--- src/rtl/mem_stage_pipe_pkg.sv ---
// Shared pipeline-register package.
// Holds the skid-mode encodings, the default control/data widths for the
// EX/MEM and MEM/WB stage registers, and the positions of the control bits
// inside the control field.
package mem_stage_pipe_pkg;

   // Values for the SKID_EN parameter.
   localparam int SKID_OFF = 0;   // single entry, combinational in_ready
   localparam int SKID_ON  = 1;   // main + skid entry, registered in_ready

   // EX/MEM register: RegWrite, MemtoReg, MemWrite;
   // ALUResult 32 + WriteData 32 + rd 5 + rs2 5.
   localparam int EXMEM_CTRL_W = 3;
   localparam int EXMEM_DATA_W = 74;

   // MEM/WB register: RegWrite, MemtoReg;
   // ReadData 32 + ALUResult 32 + rd 5.
   localparam int MEMWB_CTRL_W = 2;
   localparam int MEMWB_DATA_W = 69;

   // Control-bit positions within the control field.
   localparam int REGWRITE_BIT = 0;
   localparam int MEMTOREG_BIT = 1;
   localparam int MEMWRITE_BIT = 2;

endpackage

--- src/rtl/mem_stage_pipe_entry_reg.sv ---
// pipe_entry_reg: one valid + ctrl + data holding register.
// Ports:
//   clk, rst      clock and synchronous active-high reset (clears everything)
//   clr           invalidate the entry (ctrl zeroed, data held)
//   load          capture valid_in/ctrl_in/data_in
//   valid_in, ctrl_in, data_in   entry presented for loading
//   valid, ctrl, data            held entry
// Priority: rst > clr > load > hold. Loading a bubble (valid_in=0) zeroes
// ctrl and keeps the previous data, so bubbles never carry live control.
module pipe_entry_reg
   import mem_stage_pipe_pkg::*;
#(
   parameter int CTRL_W = EXMEM_CTRL_W,
   parameter int DATA_W = EXMEM_DATA_W
) (
   input  logic              clk,
   input  logic              rst,
   input  logic              clr,
   input  logic              load,
   input  logic              valid_in,
   input  logic [CTRL_W-1:0] ctrl_in,
   input  logic [DATA_W-1:0] data_in,
   output logic              valid,
   output logic [CTRL_W-1:0] ctrl,
   output logic [DATA_W-1:0] data
);

   logic              valid_q, valid_d;
   logic [CTRL_W-1:0] ctrl_q,  ctrl_d;
   logic [DATA_W-1:0] data_q,  data_d;

   always_comb begin
      valid_d = valid_q;
      ctrl_d  = ctrl_q;
      data_d  = data_q;
      if (clr) begin
         valid_d = 1'b0;
         ctrl_d  = '0;
      end else if (load) begin
         valid_d = valid_in;
         ctrl_d  = valid_in ? ctrl_in : '0;
         if (valid_in) begin
            data_d = data_in;
         end
      end
   end

   always_ff @(posedge clk) begin
      if (rst) begin
         valid_q <= 1'b0;
         ctrl_q  <= '0;
         data_q  <= '0;
      end else begin
         valid_q <= valid_d;
         ctrl_q  <= ctrl_d;
         data_q  <= data_d;
      end
   end

   assign valid = valid_q;
   assign ctrl  = ctrl_q;
   assign data  = data_q;

endmodule

--- src/rtl/mem_stage_pipe.sv ---
// mem_stage_pipe: generic pipeline-stage register with valid/ready handshake,
// optional skid entry, synchronous flush, bubble ctrl-zeroing and a
// saturating stall counter.
// Ports:
//   CLK, RESET            clock, synchronous active-high reset
//   Stall                 global hold: no accept, no emit, state frozen
//   Flush                 drop every held entry on the next edge
//   in_valid/in_ready     upstream handshake; in_ctrl/in_data payload
//   out_valid/out_ready   downstream handshake; out_ctrl/out_data payload
//   stall_cnt             saturating count of cycles holding a valid entry
// Handshake: a transfer happens on an edge where valid and ready are both
// high; go = out_ready & ~Stall, out_fire = out_valid & go,
// in_fire = in_valid & in_ready. Entries leave in arrival order.
module mem_stage_pipe
   import mem_stage_pipe_pkg::*;
#(
   parameter int CTRL_W  = EXMEM_CTRL_W,
   parameter int DATA_W  = EXMEM_DATA_W,
   parameter int SKID_EN = SKID_ON,
   parameter int CNT_W   = 16
) (
   input  logic              CLK,
   input  logic              RESET,
   input  logic              Stall,
   input  logic              Flush,
   input  logic              in_valid,
   output logic              in_ready,
   input  logic [CTRL_W-1:0] in_ctrl,
   input  logic [DATA_W-1:0] in_data,
   output logic              out_valid,
   input  logic              out_ready,
   output logic [CTRL_W-1:0] out_ctrl,
   output logic [DATA_W-1:0] out_data,
   output logic [CNT_W-1:0]  stall_cnt
);

   logic              go, out_fire, in_fire;

   logic              main_valid;
   logic [CTRL_W-1:0] main_ctrl;
   logic [DATA_W-1:0] main_data;
   logic              main_load, main_clr, main_vin;
   logic [CTRL_W-1:0] main_cin;
   logic [DATA_W-1:0] main_din;

   logic              skid_valid;
   logic [CTRL_W-1:0] skid_ctrl;
   logic [DATA_W-1:0] skid_data;

   logic [CNT_W-1:0]  stall_cnt_q, stall_cnt_d;

   assign go       = out_ready & ~Stall;
   assign out_fire = main_valid & go;
   assign in_fire  = in_valid & in_ready;

   // Main entry refills whenever it empties or emits: skid first (it is the
   // older entry), then the incoming entry, otherwise it becomes a bubble.
   always_comb begin
      main_load = 1'b0;
      main_clr  = 1'b0;
      main_vin  = 1'b0;
      main_cin  = '0;
      main_din  = in_data;
      if (Flush) begin
         main_clr = 1'b1;
      end else if (!Stall && (out_fire || !main_valid)) begin
         main_load = 1'b1;
         if (skid_valid) begin
            main_vin = 1'b1;
            main_cin = skid_ctrl;
            main_din = skid_data;
         end else if (in_fire) begin
            main_vin = 1'b1;
            main_cin = in_ctrl;
         end
      end
   end

   pipe_entry_reg #(.CTRL_W(CTRL_W), .DATA_W(DATA_W)) u_main (
      .clk      (CLK),
      .rst      (RESET),
      .clr      (main_clr),
      .load     (main_load),
      .valid_in (main_vin),
      .ctrl_in  (main_cin),
      .data_in  (main_din),
      .valid    (main_valid),
      .ctrl     (main_ctrl),
      .data     (main_data)
   );

   generate
      if (SKID_EN == SKID_ON) begin : g_skid
         logic skid_load, skid_clr;

         // in_ready depends only on registered state, so out_ready has no
         // combinational path to in_ready.
         assign in_ready = ~skid_valid & ~Stall;

         // Skid catches an accepted entry that main cannot take this edge,
         // and empties when main pulls it on the next emit.
         always_comb begin
            skid_load = 1'b0;
            skid_clr  = 1'b0;
            if (Flush) begin
               skid_clr = 1'b1;
            end else if (out_fire && skid_valid) begin
               skid_clr = 1'b1;
            end else if (in_fire && main_valid && !out_fire) begin
               skid_load = 1'b1;
            end
         end

         pipe_entry_reg #(.CTRL_W(CTRL_W), .DATA_W(DATA_W)) u_skid (
            .clk      (CLK),
            .rst      (RESET),
            .clr      (skid_clr),
            .load     (skid_load),
            .valid_in (1'b1),
            .ctrl_in  (in_ctrl),
            .data_in  (in_data),
            .valid    (skid_valid),
            .ctrl     (skid_ctrl),
            .data     (skid_data)
         );
      end else begin : g_no_skid
         assign skid_valid = 1'b0;
         assign skid_ctrl  = '0;
         assign skid_data  = '0;
         assign in_ready   = ~Stall & (~main_valid | out_ready);
      end
   endgenerate

   // Counts every cycle a valid entry is held back; sticks at all-ones.
   always_comb begin
      stall_cnt_d = stall_cnt_q;
      if (main_valid && !go && (stall_cnt_q != '1)) begin
         stall_cnt_d = stall_cnt_q + CNT_W'(1);
      end
   end

   always_ff @(posedge CLK) begin
      if (RESET) begin
         stall_cnt_q <= '0;
      end else begin
         stall_cnt_q <= stall_cnt_d;
      end
   end

   assign out_valid = main_valid;
   assign out_ctrl  = main_valid ? main_ctrl : '0;
   assign out_data  = main_data;
   assign stall_cnt = stall_cnt_q;

endmodule
--- config.mk ---
export PLATFORM = sky130hd
export DESIGN_NAME = mem_stage_pipe
export DESIGN_NICKNAME = d
export VERILOG_FILES = /design/src/rtl/mem_stage_pipe_pkg.sv /design/src/rtl/mem_stage_pipe_entry_reg.sv /design/src/rtl/mem_stage_pipe.sv
export SDC_FILE = /design/constraint.sdc
export NUM_CORES = 1
export LEC_CHECK = 0
export ABC_CLOCK_PERIOD_IN_PS = 1500
export CAP_MARGIN = 20
export CORE_UTILIZATION = 35
export DETAILED_ROUTE_END_ITERATION = 12
export PLACE_DENSITY_LB_ADDON = 0.08
export SYNTH_ARGS = -nofsm -noshare
export SYNTH_HDL_FRONTEND = slang
export SYNTH_SLANG_ARGS = --single-unit
export TNS_END_PERCENT = 100
--- constraint.sdc ---
create_clock -name CLK -period 1.5 [get_ports CLK]
set_input_delay 0.225 -clock CLK [delete_from_list [all_inputs] [get_ports CLK]]
set_output_delay 0.225 -clock CLK [all_outputs]
set_load 0.02 [all_outputs]
* Word level (Yosys, flattened, before mapping)
Index checks and enable logic that the tools add are counted.
** Storage, ports and cells
- Bits in registers :: 172
- Bits of input ports :: 83
- Output and inout port bits :: 95
- Logic and storage cells :: 53
** Operators by class
- Add/subtract/negate cells :: 1
- Equal/unequal tests :: 1
- Mux-type cells :: 21
- Bitwise operators :: 8
- Reductions and logical operators :: 15
** Operators with widths (count)
- 74-bit two-way mux :: 3
- 3-bit two-way mux :: 6
- 16-bit by 1-bit adder with 16-bit output (second input constant) :: 1
- 16-bit inequality test (second input constant) :: 1
- 1-bit two-way mux :: 12
- 1-bit logical AND :: 6
- 1-bit AND :: 4
- 1-bit zero test :: 4
- 1-bit inverter :: 4
- 2-bit OR reduction :: 2
- 3-bit AND reduction :: 1
- 2-bit AND reduction :: 1
- 1-bit logical OR :: 1

* Depth between registers and ports, before layout
- Depth in word-level cells :: 9
- Depth in mapped cells :: 8
- Gate-level depth less buffers :: 5

* Modules after synthesis
From an unflattened synthesis, not the netlist that was laid out.
** Unflattened totals
- Cell total of the unflattened synthesis :: 889
- Area total of the unflattened synthesis :: 8833.5 um^2
** Modules (own cells, without submodules)
- pipe_entry_reg :: instances 2, cells each 339, area an instance 3472.1 um^2, seq. area each 1561.5 um^2
- mem_stage_pipe :: instances 1, cells each 211, area an instance 1889.3 um^2, seq. area each 320.3 um^2

* Least setup slack after synthesis
Ideal clock, no wire load.
- Path type :: register to register
- Start point :: reg stall_cnt_q[0], in the netlist stall_cnt[0]
- End point :: reg stall_cnt_q[0], in the netlist stall_cnt[0]
- Library setup time :: 121 ps
- Data arrival time :: 1652 ps
- Required time :: 1379 ps
- Slack :: -273 ps
- Cell stages (with the launch flop) :: 6
- Buffers on the path :: 0
- Clock period less this slack :: 1773 ps
- Path through :: dfxtp_1 -> ha_1 -> and3_1 -> nor4b_4 -> nor2_2 -> mux2_4
** Between the ends
- Longest elaborated chain between the ends :: 2
- Elaborated cells between the ends (all ways) :: 3
- Those cells by class :: 1 x add/sub; 1 x eq/ne; 1 x reduce/logical
** Ends and longest elaborated chain
- start: declaration :: line mem_stage_pipe.sv:50 : logic [CNT_W-1:0] stall_cnt_q, stall_cnt_d;
- start signal: assignment :: line mem_stage_pipe.sv:146 : stall_cnt_q <= stall_cnt_d;
- parallel branches: the longest is 2 deep, another holds 16-bit by 1-bit adder with 16-bit output
Several ways; the timed one is not identified.
A chain may end at the register's enable or synchronous reset.

* Worst setup path after layout
Ends and elaborated chain as after synthesis.

==> results.ini <==
[die]
num_rows=52
die_w_um=147
die_h_um=147
dieArea_sq_mm=0.0217
ios=178
coreArea_sq_mm=0.0205
initial_utilization_pct=36.1

[grt]
grt_pass1_wl_um=35500
grt_usage_pct=20.2
grt_max_degree=75
antenna_found_initial=2
grt_pass1_vias=6829
overflow=0

[power]
power_frac_comb_pct=11.3
ir_drop_mv=0.758
power_w=0.0105
power_leakage_nw=4.70
p_int_w=0.00779
power_density_mw_per_mm2=925
p_clk_share_pct=43.6
seq_power_share_pct=45.2
swShare_pct=25.5
switching_power_w=0.00266

[yosys]
synth_nets=1055
synth-seq-area-share_pct=46.5
ys_warn_count=0
syn_inst=971
ys_seq_elements=172
synthDistinctLibCells=42
syn_area_per_cell_sq_um=7.63
synthesis.area_sq_mm=0.00741

[routing]
drc_errors=0
routedWlPerCell_um=15.8
routed_wirelength_um=22900
first_pass_iters=4
via_count=7287
viasPerCell=5.03
drtAntennaViolNets=0
drtIter0Drc=349

[clock_network]
cts_hold_buf=0
root_buffer=clkbuf_16
clock_path_buffers=2
clk_pin_slew_ns=0.07
insertion_delay_ns=0.43
cts_buffers=17
clock_sinks=172
cts_max_level=4
cts_tree=done

[critical_path]
worstPathArrival_ns=1.85
crit_type=flip-flop to flip-flop
cpPeakStageDelay_ns=0.37
crit_fanout=5
worstPathCellList=ha_4 > and3_4 > nor4b_4 > nor2_2 > mux2_4
r2r_cells=5
cpMaxStageDelayCell=dfxtp_4
end_kind=flip-flop
cp-start-kind=flip-flop
cp.required_ns=1.82

[place]
dp_hpwl_um=13500
portBuffers=177
routabilityCongestion=0.741
dpl_cell_area_sq_mm=0.00991

[cells_and_area]
final_common_cell=nor2_1
regArea_sq_mm=0.00348
drive_gt1_share_pct=22.1
fill_cells=1907
design_area_sq_mm=0.0113
multiInputGateArea_sq_mm=0.00423
final_cell_mix=160 x nor2_1, 154 x dfxtp_1, 122 x nand2_1
antenna_cells=0
area_delta_synth_final_pct=52.6
nets=1251

[sta]
hold_viol=0
fin_ws_ns=-0.0354
finalCriticalPeriod_ns=1.54
hold_slack_ns=0.203
setup_viol=5
period_share_pct=102
rsz0062_at_grt=true
slew_viol_final=0
slew_headroom_pct=70.0
tns_ns=-0.0804
tightest_slew_ns=0.449
fmax_ghz=0.651
fin_skew_ns=0.00952

[hold_path]
min_path_cells=2
holdCritPathClass=input port to flip-flop

[job]
drv_cap=0

[run_status]
violations=negative setup slack
status=complete, but fails checks

[stage by stage]
| stage | setup WS [ns] | utilization (%) | cells |
|---|---|---|---|
| floorplan | -0.0495 | - | 971 |
| global placement | -0.460 | 48.4 | 1398 |
| detailed placement | -0.442 | 48.4 | 1398 |
| CTS | -0.0600 | 51.1 | 1431 |
| global route | -0.119 | 55.2 | 1450 |
| finish | -0.0354 | 55.2 | 1450 |
[power by group through the flow]
stage	sequential [W]	clock [W]	combinational, W
floorplan	0.00495	0	0.000428
global placement	0.00484	0	0.00119
detailed placement	0.00484	0	0.00120
CTS	0.00473	0.00468	0.00113
global route	0.00474	0.00487	0.00127
finish	0.00472	0.00456	0.00118
[per-layer routing]
layer / vias up / wire (um) / track usage, %
li1: 3679 / - / -
met1: 3422 / 10300 / 25.8
met2: 163 / 11000 / 33.3
met3: 19 / 1300 / 5.43
met4: 4 / 245 / 6.19
met5: - / 22 / 0
[area by class of cell]
type                       instances  share of cell area (%)
multi-input combinational        714                    37.4
sequential                       172                    30.8
timing repair buffer             258                    23.3
clock buffer                      18                    3.98
tap                              270                    2.99
clock inverter                    14                    1.37
inverter                           4                   0.133
[registers in the layout (all words and copies together) (netlist names)]
name                 flops
stall_cnt               16
u_main.ctrl              3
u_main.data             74
g_skid.u_skid.data      74
g_skid.u_skid.valid      1
u_main.valid             1
g_skid.u_skid.ctrl       3
[cell usage after synthesis (all sizes together)]
master | n | share of area (%)
a22oi | 3 | 0.30
a21oi | 160 | 11
clkbuf | 52 | 2.7
o211ai | 1 | 0.10
nand2 | 165 | 8.4
a31oi | 1 | 0.085
o21ai | 7 | 0.47
buf | 29 | 2.1
nor4b | 3 | 0.64
nand3b | 3 | 0.30
nand4 | 5 | 0.91
nand3 | 5 | 0.51
and3 | 3 | 0.25
mux2i | 1 | 0.14
and4 | 1 | 0.12
or4 | 4 | 0.41
nor4 | 5 | 0.42
inv | 4 | 0.20
nor2b | 80 | 6.8
dfxtp | 172 | 46
o22ai | 74 | 6.3
ha | 1 | 0.17
o211a | 1 | 0.14
o31ai | 5 | 0.51
nor2 | 161 | 8.2
and2 | 3 | 0.25
or3 | 4 | 0.34
nor3 | 7 | 0.47
mux2 | 6 | 0.96
nand4bb | 1 | 0.37
nand2b | 4 | 0.34
[worst max-delay path: cells and delay by family (launching register included)]
kind | cells | cell delay [ns]
simple gates | 3 | 0.61
fa+ha+maj | 1 | 0.14
mux | 1 | 0.30
flops | 1 | 0.37
[kinds of logic after synthesis]
logic type / Yosys count / share of synthesized area (%)
AO/OA/AOI/OAI: 252 / 18.7
flip-flops: 172 / 46.5
buffers and inverters: 85 / 4.92
adder cells (fa/ha/maj): 1 / 0.169
multiplexers: 7 / 1.10
AND/OR/NAND/NOR: 454 / 28.7
[worst paths after layout]
path                          startpoint                     end  slack (ns)
setup reg to reg            stall_cnt[0]            stall_cnt[0]       -0.04
setup / recovery            stall_cnt[0]            stall_cnt[0]       -0.04
hold / removal                     RESET         u_main.data[68]        0.20
hold reg to reg   g_skid.u_skid.data[33]  g_skid.u_skid.data[33]        0.45
[timing repair]
item,4_1_cts,5_1_grt
gates resized for setup,116,163
setup endpoints to repair,105,104
gates cloned,0,10
pin swaps,7,83
setup buffers,1,9
Note: power is estimated with default switching activity, not from simulation.
